File: src/rtl/cpc_joy_pkg.sv
// Shared bit/column indices, matrix rows and SOCD/matrix helpers for the CPC joystick injector.
package cpc_joy_pkg;

  localparam logic [3:0] ROW_JOY1 = 4'd9;
  localparam logic [3:0] ROW_JOY2 = 4'd6;

  typedef enum logic [2:0] {
    B_UP, B_DOWN, B_LEFT, B_RIGHT, B_FIRE1, B_FIRE2, B_FIRE3, B_START
  } pad_bit_e;

  typedef enum logic [2:0] {
    C_UP, C_DOWN, C_LEFT, C_RIGHT, C_FIRE2, C_FIRE1, C_SPARE6, C_SPARE7
  } col_bit_e;

  // Opposing directions cancel each other out (active-high in, active-high out).
  function automatic logic [7:0] socd_resolve(input logic [7:0] act);
    logic [7:0] r;
    r = act;
    if (act[B_UP] && act[B_DOWN]) begin
      r[B_UP]   = 1'b0;
      r[B_DOWN] = 1'b0;
    end
    if (act[B_LEFT] && act[B_RIGHT]) begin
      r[B_LEFT]  = 1'b0;
      r[B_RIGHT] = 1'b0;
    end
    return r;
  endfunction

  function automatic logic [7:0] pad_to_cols(input logic [7:0] pad_n);
    logic [7:0] c;
    c          = 8'hFF;
    c[C_UP]    = pad_n[B_UP];
    c[C_DOWN]  = pad_n[B_DOWN];
    c[C_LEFT]  = pad_n[B_LEFT];
    c[C_RIGHT] = pad_n[B_RIGHT];
    c[C_FIRE2] = pad_n[B_FIRE2];
    c[C_FIRE1] = pad_n[B_FIRE1];
    return c;
  endfunction

endpackage

File: src/rtl/joy_debounce.sv
// One pad bit: 2-FF synchroniser preset to released, tick-sampled run counter, stable level.
module joy_debounce #(
  parameter int DEB_TICKS = 4
) (
  input  logic clk,
  input  logic rst,
  input  logic tick,
  input  logic din_n,
  output logic dout_n
);

  logic [1:0] sync_reg;
  logic [3:0] run_cnt_reg;
  logic       stable_reg;

  always_ff @(posedge clk) begin
    if (rst) begin
      sync_reg    <= 2'b11;
      run_cnt_reg <= '0;
      stable_reg  <= 1'b1;
    end else begin
      sync_reg <= {sync_reg[0], din_n};
      if (tick) begin
        if (sync_reg[1] != stable_reg) begin
          // Accept on the DEB_TICKS-th consecutive differing sample.
          if (run_cnt_reg == 4'(DEB_TICKS - 1)) begin
            stable_reg  <= sync_reg[1];
            run_cnt_reg <= '0;
          end else begin
            run_cnt_reg <= run_cnt_reg + 4'd1;
          end
        end else begin
          run_cnt_reg <= '0;
        end
      end
    end
  end

  assign dout_n = stable_reg;

endmodule

File: src/rtl/joy_cpc_matrix.sv
// Debounces two active-low pads, resolves SOCD and injects them into CPC keyboard rows 9 and 6.
// Optional autofire on fire3 is enabled by defining JOY_AUTOFIRE_EN.
import cpc_joy_pkg::*;

module joy_cpc_matrix #(
  parameter int TICK_DIV  = 4000,
  parameter int DEB_TICKS = 4,
  parameter int AF_TICKS  = 40
) (
  input  logic       clk,
  input  logic       rst,
  input  logic [7:0] joy1_n,
  input  logic [7:0] joy2_n,
  input  logic [3:0] kb_row,
  output logic [7:0] kb_col_n,
  output logic [7:0] joy1_cln_n,
  output logic [7:0] joy2_cln_n,
  output logic       joy_any
);

  logic [15:0]     tick_cnt_reg;
  logic            tick;
  logic [15:0]     raw_n;
  logic [15:0]     stable_n;
  logic [1:0][7:0] cln_n;
  logic [7:0]      kb_col_reg;

  assign tick = (tick_cnt_reg == 16'(TICK_DIV - 1));

  always_ff @(posedge clk) begin
    if (rst)       tick_cnt_reg <= '0;
    else if (tick) tick_cnt_reg <= '0;
    else           tick_cnt_reg <= tick_cnt_reg + 16'd1;
  end

  assign raw_n = {joy2_n, joy1_n};

  genvar gi;
  generate
    for (gi = 0; gi < 16; gi++) begin : g_deb
      joy_debounce #(.DEB_TICKS(DEB_TICKS)) u_deb (
        .clk    (clk),
        .rst    (rst),
        .tick   (tick),
        .din_n  (raw_n[gi]),
        .dout_n (stable_n[gi])
      );
    end

    for (gi = 0; gi < 2; gi++) begin : g_pad
      logic [7:0] act;
      logic [7:0] res;
      logic [7:0] cln_n_reg;
      logic       af_fire;

      assign act = ~stable_n[gi*8 +: 8];

`ifdef JOY_AUTOFIRE_EN
      logic [7:0] af_cnt_reg;
      logic       af_on_reg;

      // Square wave restarts in its active phase whenever fire3 is not held.
      always_ff @(posedge clk) begin
        if (rst || !act[B_FIRE3]) begin
          af_cnt_reg <= '0;
          af_on_reg  <= 1'b1;
        end else if (tick) begin
          if (af_cnt_reg == 8'(AF_TICKS - 1)) begin
            af_cnt_reg <= '0;
            af_on_reg  <= ~af_on_reg;
          end else begin
            af_cnt_reg <= af_cnt_reg + 8'd1;
          end
        end
      end

      assign af_fire = act[B_FIRE3] & af_on_reg;
`else
      assign af_fire = 1'b0;
`endif

      always_comb begin
        res           = socd_resolve(act);
        res[B_FIRE1]  = res[B_FIRE1] | af_fire;
      end

      always_ff @(posedge clk) begin
        if (rst) cln_n_reg <= 8'hFF;
        else     cln_n_reg <= ~res;
      end

      assign cln_n[gi] = cln_n_reg;
    end
  endgenerate

  always_ff @(posedge clk) begin
    if (rst) begin
      kb_col_reg <= 8'hFF;
    end else begin
      case (kb_row)
        ROW_JOY1: kb_col_reg <= pad_to_cols(cln_n[0]);
        ROW_JOY2: kb_col_reg <= pad_to_cols(cln_n[1]);
        default:  kb_col_reg <= 8'hFF;
      endcase
    end
  end

  assign kb_col_n   = kb_col_reg;
  assign joy1_cln_n = cln_n[0];
  assign joy2_cln_n = cln_n[1];
  // start (bit 7) is not a direction or fire bit.
  assign joy_any    = (cln_n[0][6:0] != 7'h7F) || (cln_n[1][6:0] != 7'h7F);

endmodule

File: config.mk
export PLATFORM = sky130hd
export DESIGN_NAME = joy_cpc_matrix
export DESIGN_NICKNAME = d
export VERILOG_FILES = /design/src/rtl/cpc_joy_pkg.sv /design/src/rtl/joy_debounce.sv /design/src/rtl/joy_cpc_matrix.sv
export SDC_FILE = /design/constraint.sdc
export NUM_CORES = 1
export LEC_CHECK = 0
export ABC_CLOCK_PERIOD_IN_PS = 2720
export CAP_MARGIN = 20
export CORE_MARGIN = 1
export CORE_UTILIZATION = 35
export DETAILED_ROUTE_END_ITERATION = 10
export REMOVE_ABC_BUFFERS = 1
export SYNTH_ARGS = -nofsm -noshare
export SYNTH_HDL_FRONTEND = slang
export SYNTH_SLANG_ARGS = --single-unit
File: constraint.sdc
create_clock -name clk -period 2.72 [get_ports clk]
set_input_delay 0.408 -clock clk [delete_from_list [all_inputs] [get_ports clk]]
set_output_delay 0.408 -clock clk [all_outputs]
set_load 0.02 [all_outputs]
## After elaboration in Yosys (flattened, before gate mapping)

Cells that the tools add are included.

- Input port bits: 22
- Register bits: 152
- Output and inout port bits: 25
- Word-level logic and storage cells: 169

- $add $sub $neg: 17
- Mux-type cells: 37
- Reductions and logical operators: 22
- Equal/unequal tests: 37
- Bitwise gates (word level): 4

Operators with widths:

| operator | count |
|---|---|
| $mux 4 | 32 |
| $add 4x1->4 const B | 16 |
| $eq 4x2->1 const B | 16 |
| $reduce_and 3->1 | 16 |
| $not 8->8 | 4 |
| $add 16x1->16 const B | 1 |
| $eq 16x12->1 const B | 1 |
| $ne 1x1->1 | 16 |
| $ne 7x7->1 const B | 2 |
| $pmux 6 s2 | 1 |
| $mux 2 | 4 |
| $eq 4x3->1 const B | 1 |
| $eq 4x4->1 const B | 1 |
| $logic_and 1x1->1 | 4 |
| $reduce_or 2->1 | 1 |
| $logic_or 1x1->1 | 1 |

## Logic depth before layout (Yosys ltp)

- Depth in word-level cells: 4
- Depth in mapped cells: 7
- Gate-level depth less buffers: 5

## By module

A second synthesis with hierarchy kept.

- Cells, all modules: 558
- Area, all modules: 5957.0 µm²

By module, submodules not included:

| module | sequential area each (µm²) | cells each | area each (µm²) | times used |
|---|---|---|---|---|
| joy_debounce | 140.1 | 26 | 284.0 | 16 |
| joy_cpc_matrix | 760.7 | 142 | 1412.6 | 1 |

## Worst setup path before layout

OpenSTA, ideal clock, no wires.

- Path kind: flip-flop to flip-flop
- Start: register tick_cnt_reg[12]
- End: register g_deb[1].u_deb.run_cnt_reg[0]
- Cell stages (with the launch flop): 6
- Library setup time: 0.070 ns
- Required time: 2.650 ns
- Clock period less this slack: 2.216 ns
- Setup slack: 0.504 ns
- Arrival: 2.145 ns
- Buffers on the path: 1
- Cells stage by stage: dfxtp_1 > or4_1 > or4_4 > buf_6 > or4_1 > a21oi_1

- Word-level cells in the longest chain between the ends: 1

Ends and longest elaborated chain:

| what | RTL line | source |
|---|---|---|
| start, declared | joy_cpc_matrix.sv:21 | `logic [15:0] tick_cnt_reg;` |
| start signal, assigned | joy_cpc_matrix.sv:33 | `else tick_cnt_reg <= tick_cnt_reg + 16'd1;` |
| $eq 16x12->1 | joy_cpc_matrix.sv:28 | `assign tick = (tick_cnt_reg == 16'(TICK_DIV - 1));` |
| end signal, assigned | joy_debounce.sv:30 | `run_cnt_reg <= run_cnt_reg + 4'd1;` |
| end, declared | joy_debounce.sv:13 | `logic [3:0] run_cnt_reg;` |

Every way passes these cells.
A chain may end at the register's enable or synchronous reset.

## Worst setup path in the final report

- Start: register g_pad[0].cln_n_reg[0] (netlist: joy1_cln_n[0])
- End: output port joy_any

- Word-level cells in the longest chain between the ends: 2

Ends and longest elaborated chain:

| what | RTL line | source |
|---|---|---|
| start, declared | joy_cpc_matrix.sv:53 | `logic [7:0] cln_n_reg;` |
| start signal, assigned | joy_cpc_matrix.sv:89 | `else cln_n_reg <= ~res;` |
| $ne 7x7->1 | joy_cpc_matrix.sv:112 | `assign joy_any = (cln_n[0][6:0] != 7'h7F) \|\| (cln_n[1][6:0] != 7'h7F);` |
| $logic_or 1x1->1 | joy_cpc_matrix.sv:112 |  |
| end, declared | joy_cpc_matrix.sv:18 | `output logic joy_any` |

Every way passes these cells.

==> results.cfg <==
[logic_synthesis]
synth.top_cells.by_count = 150 x dfxtp_1, 57 x a21oi_1, 55 x or2_2, 47 x nor2b_1, 44 x nand2_1
synth_register_bits = 150
synth.largest_area_cell = dfxtp_1
synth_enable_flop_cells = 0
synth-seq-area-share_pct = 48.25
syn-mean-instance-area_um2 = 9.234
post-synth-top-count-cell = dfxtp_1
synth-warning-count = 0
top_cell_type_s_share_of_synthesized_area_pct = 48.25
dominant_cells_by_area_after_synthesis = dfxtp_1 48%, or2_2 5.5%, nor2b_1 4.7%, a21oi_1 4.6%, ha_1 3.4%
netlist_instances = 674
mappedNetlistArea_um2 = 6223
ys.flop_type = dfxtp_1
asyncSetResetFlopFracSynth_pct = 0
synth.lib_cells_used.distinct = 39

[clocking]
cts_hold_buf = 0
cts_sinks = 150
cts_htree_levels = 4
clk-insertion-delay-late_ns = 0.43
cts_max_path_buffers = 2
clkSlewWorstSetupHoldPaths_ns = 0.06
numCtsBuffers = 17
cts_post_setup_buffers_inserted = 0
cts_tree = done
cts_root_buffer = clkbuf_16
postCtsResizedCells = 0

[power]
power.density_nw_per_um2 = 642.1
power_frac_clock_pct = 50.5
combinationalPowerShare_pct = 3.2
total_switching_power_mw = 1.033
vdd.ir_drop.worst_uv = 483.3
internal-power_mw = 3.805
switching_share_pct = 21.35
sequentialPowerShare_pct = 46.3
fin_total_pwr_mw = 4.838
power.static_leakage_nw = 2.774

[floorplan]
core_region_area_um2 = 17360
top_level_ports = 47
start_util_pct = 35.86
row_count = 48
die_h_um = 135.3
die_area_um2 = 18320
fp.dieW_um = 135.3

[drt]
detail_route.drc_violations = 0
drt-vias-per-instance = 5.199
routed-via-count = 4923
drt_iter0_drcs = 367
drt-wirelength-per-cell_um = 13.91
drt_wl_total_um = 13170
first_pass_iters = 4
antenna_left = 0

[min_path]
hold_class = flop to flop

[worst_setup_path]
worst_r2r_path_depth = 4
crit_slowest_cell = clkdlybuf4s50_1
reg2reg_from = tick_cnt_reg[12]
timing.critical_path.arrival_ns = 2.04
crit_cells = 3
critPathMaxStageDelay_ns = 0.55
setup.worst_path.end = joy_any
path_max_fanout = 3
crit_start = joy1_cln_n[0]
worstSetupEndpointType = output pin
path_buf_inv = 1
crit_required_ns = 2.31
startpoint_type = flop
path_cells = nand4_1, or4_1, clkdlybuf4s50_1
regToRegSetupSlack_ns = 0.33
critical_path.top_delay_family = simple AND/OR/NAND/NOR gates
worstReg2RegEnd = g_deb[1].u_deb.run_cnt_reg[3]
critPathKind = flop to output pin

[cells_and_area]
post_layout_nonfiller_instances = 947
drive_gt1_share_pct = 14.68
area_delta_synth_final_pct = 21.07
largest_register_ffs = 64
final_nets = 748
n_antenna_cell = 0

[timing]
fmaxAchievable_ghz = 0.4080
timing_worst_slew_pin_value_ns = 0.6329
slew_violations = 0
worst_hold_slack_ns = 0.4059
final.min_clock_period_ns = 2.451
unrepaired_setup_endpoints_after_global_routing = false
finalSetupViolCount = 0
worst_clock_skew_ns = 0.007657
worst_slew_margin_rel_pct = 57.81
final_min_period_over_clock_period_pct = 90.10
timing_hold_violations_final = 0

[status]
status = complete, no violations

[global_routing]
grt_overflow = 0
grt_use_total_pct = 15.18
grt_first_pass_wirelength_um = 21890
grt_start_max_net_pins = 72
antenna_violations_before_repair = 0
via_count_of_the_first_global_routing_pass = 4783

[placement]
post-place-cells = 915
final_estimated_routing_congestion_in_global_placement = 0.7862
dpl.hpwl_um = 8579
place.port_buffers = 44

[run]
max_cap_violations = 0
## how the worst min path moves through the flow
stage	cells after the start	start	end	slack, ns
floorplan	1	g_deb[3].u_deb.dout_n	joy1_cln_n[2]	0.39
global placement	1	g_deb[15].u_deb.sync_reg[0]	g_deb[15].u_deb.sync_reg[1]	0.39
detailed placement	1	g_deb[9].u_deb.sync_reg[0]	g_deb[9].u_deb.sync_reg[1]	0.39
CTS	1	g_deb[2].u_deb.sync_reg[0]	g_deb[2].u_deb.sync_reg[1]	0.41
global route	1	g_deb[2].u_deb.sync_reg[0]	g_deb[2].u_deb.sync_reg[1]	0.42
finish	1	g_deb[2].u_deb.sync_reg[0]	g_deb[2].u_deb.sync_reg[1]	0.41
## cells by family (layout without fill, tap and decap cells)
logic type / count (synthesis) / in the layout / share of synthesized area (%)
compound gates: 127 / 127 / 13.19
xor+xnor: 31 / 31 / 4.363
fa+ha+maj: 17 / 17 / 3.418
buf+inv: 42 / 89 / 2.794
flops: 150 / 150 / 48.25
mux: 4 / 4 / 0.6434
other cells: 1 / 2 / 0.06026
simple gates: 302 / 302 / 27.28
## layout by cell type (no fill, tap or decap), drive strengths merged, types with 24 or more instances in the layout
cell type,Yosys,layout
a21oi,57,57
or2,55,55
nand2,44,44
nor2b,47,47
nand4,24,24
nand3,39,39
clkdlybuf4s50,0,43
dfxtp,150,150
nor2,36,36
## power groups by stage
stage	Clock, mW	Combinational (mW)	Sequential, mW
after global routing	2.59	0.169	2.24
after floorplan	0	0.0683	2.29
after global placement	0	0.149	2.29
after CTS	2.50	0.155	2.24
final	2.44	0.153	2.24
after detailed placement	0	0.154	2.29
## area by class of cell
type                            instances  area [um^2]
Inverter                                3        11.26
Sequential cell                       150         3003
Clock buffer                           19        452.9
Fill cell                            1630         9822
Tap cell                              225        281.5
Clock inverter                         13        170.2
Timing Repair Buffer                   54        550.5
Multi-Input combinational cell        483         3065
## per-layer routing
metal	global-route usage (%)	part of all wire, %
met1	17.75	46
met2	26.15	48
met5	0	0
met3	4.527	4.8
met4	5.431	1.4
## through the flow
stage / setup WS (ns) / util (%) / TNS, ns / cell area (um^2)
floorplan: -0.9274 / - / -54.11 / 6065
detailed placement: 0.3269 / 39.82 / 0 / 6912
global route: 0.1546 / 43.41 / 0 / 7535
global placement: 0.3504 / 39.82 / 0 / 6912
CTS: 0.2369 / 43.41 / 0 / 7535
finish: 0.2693 / 43.41 / 0 / 7535
No activity file was read; power rests on OpenSTA's default activity.
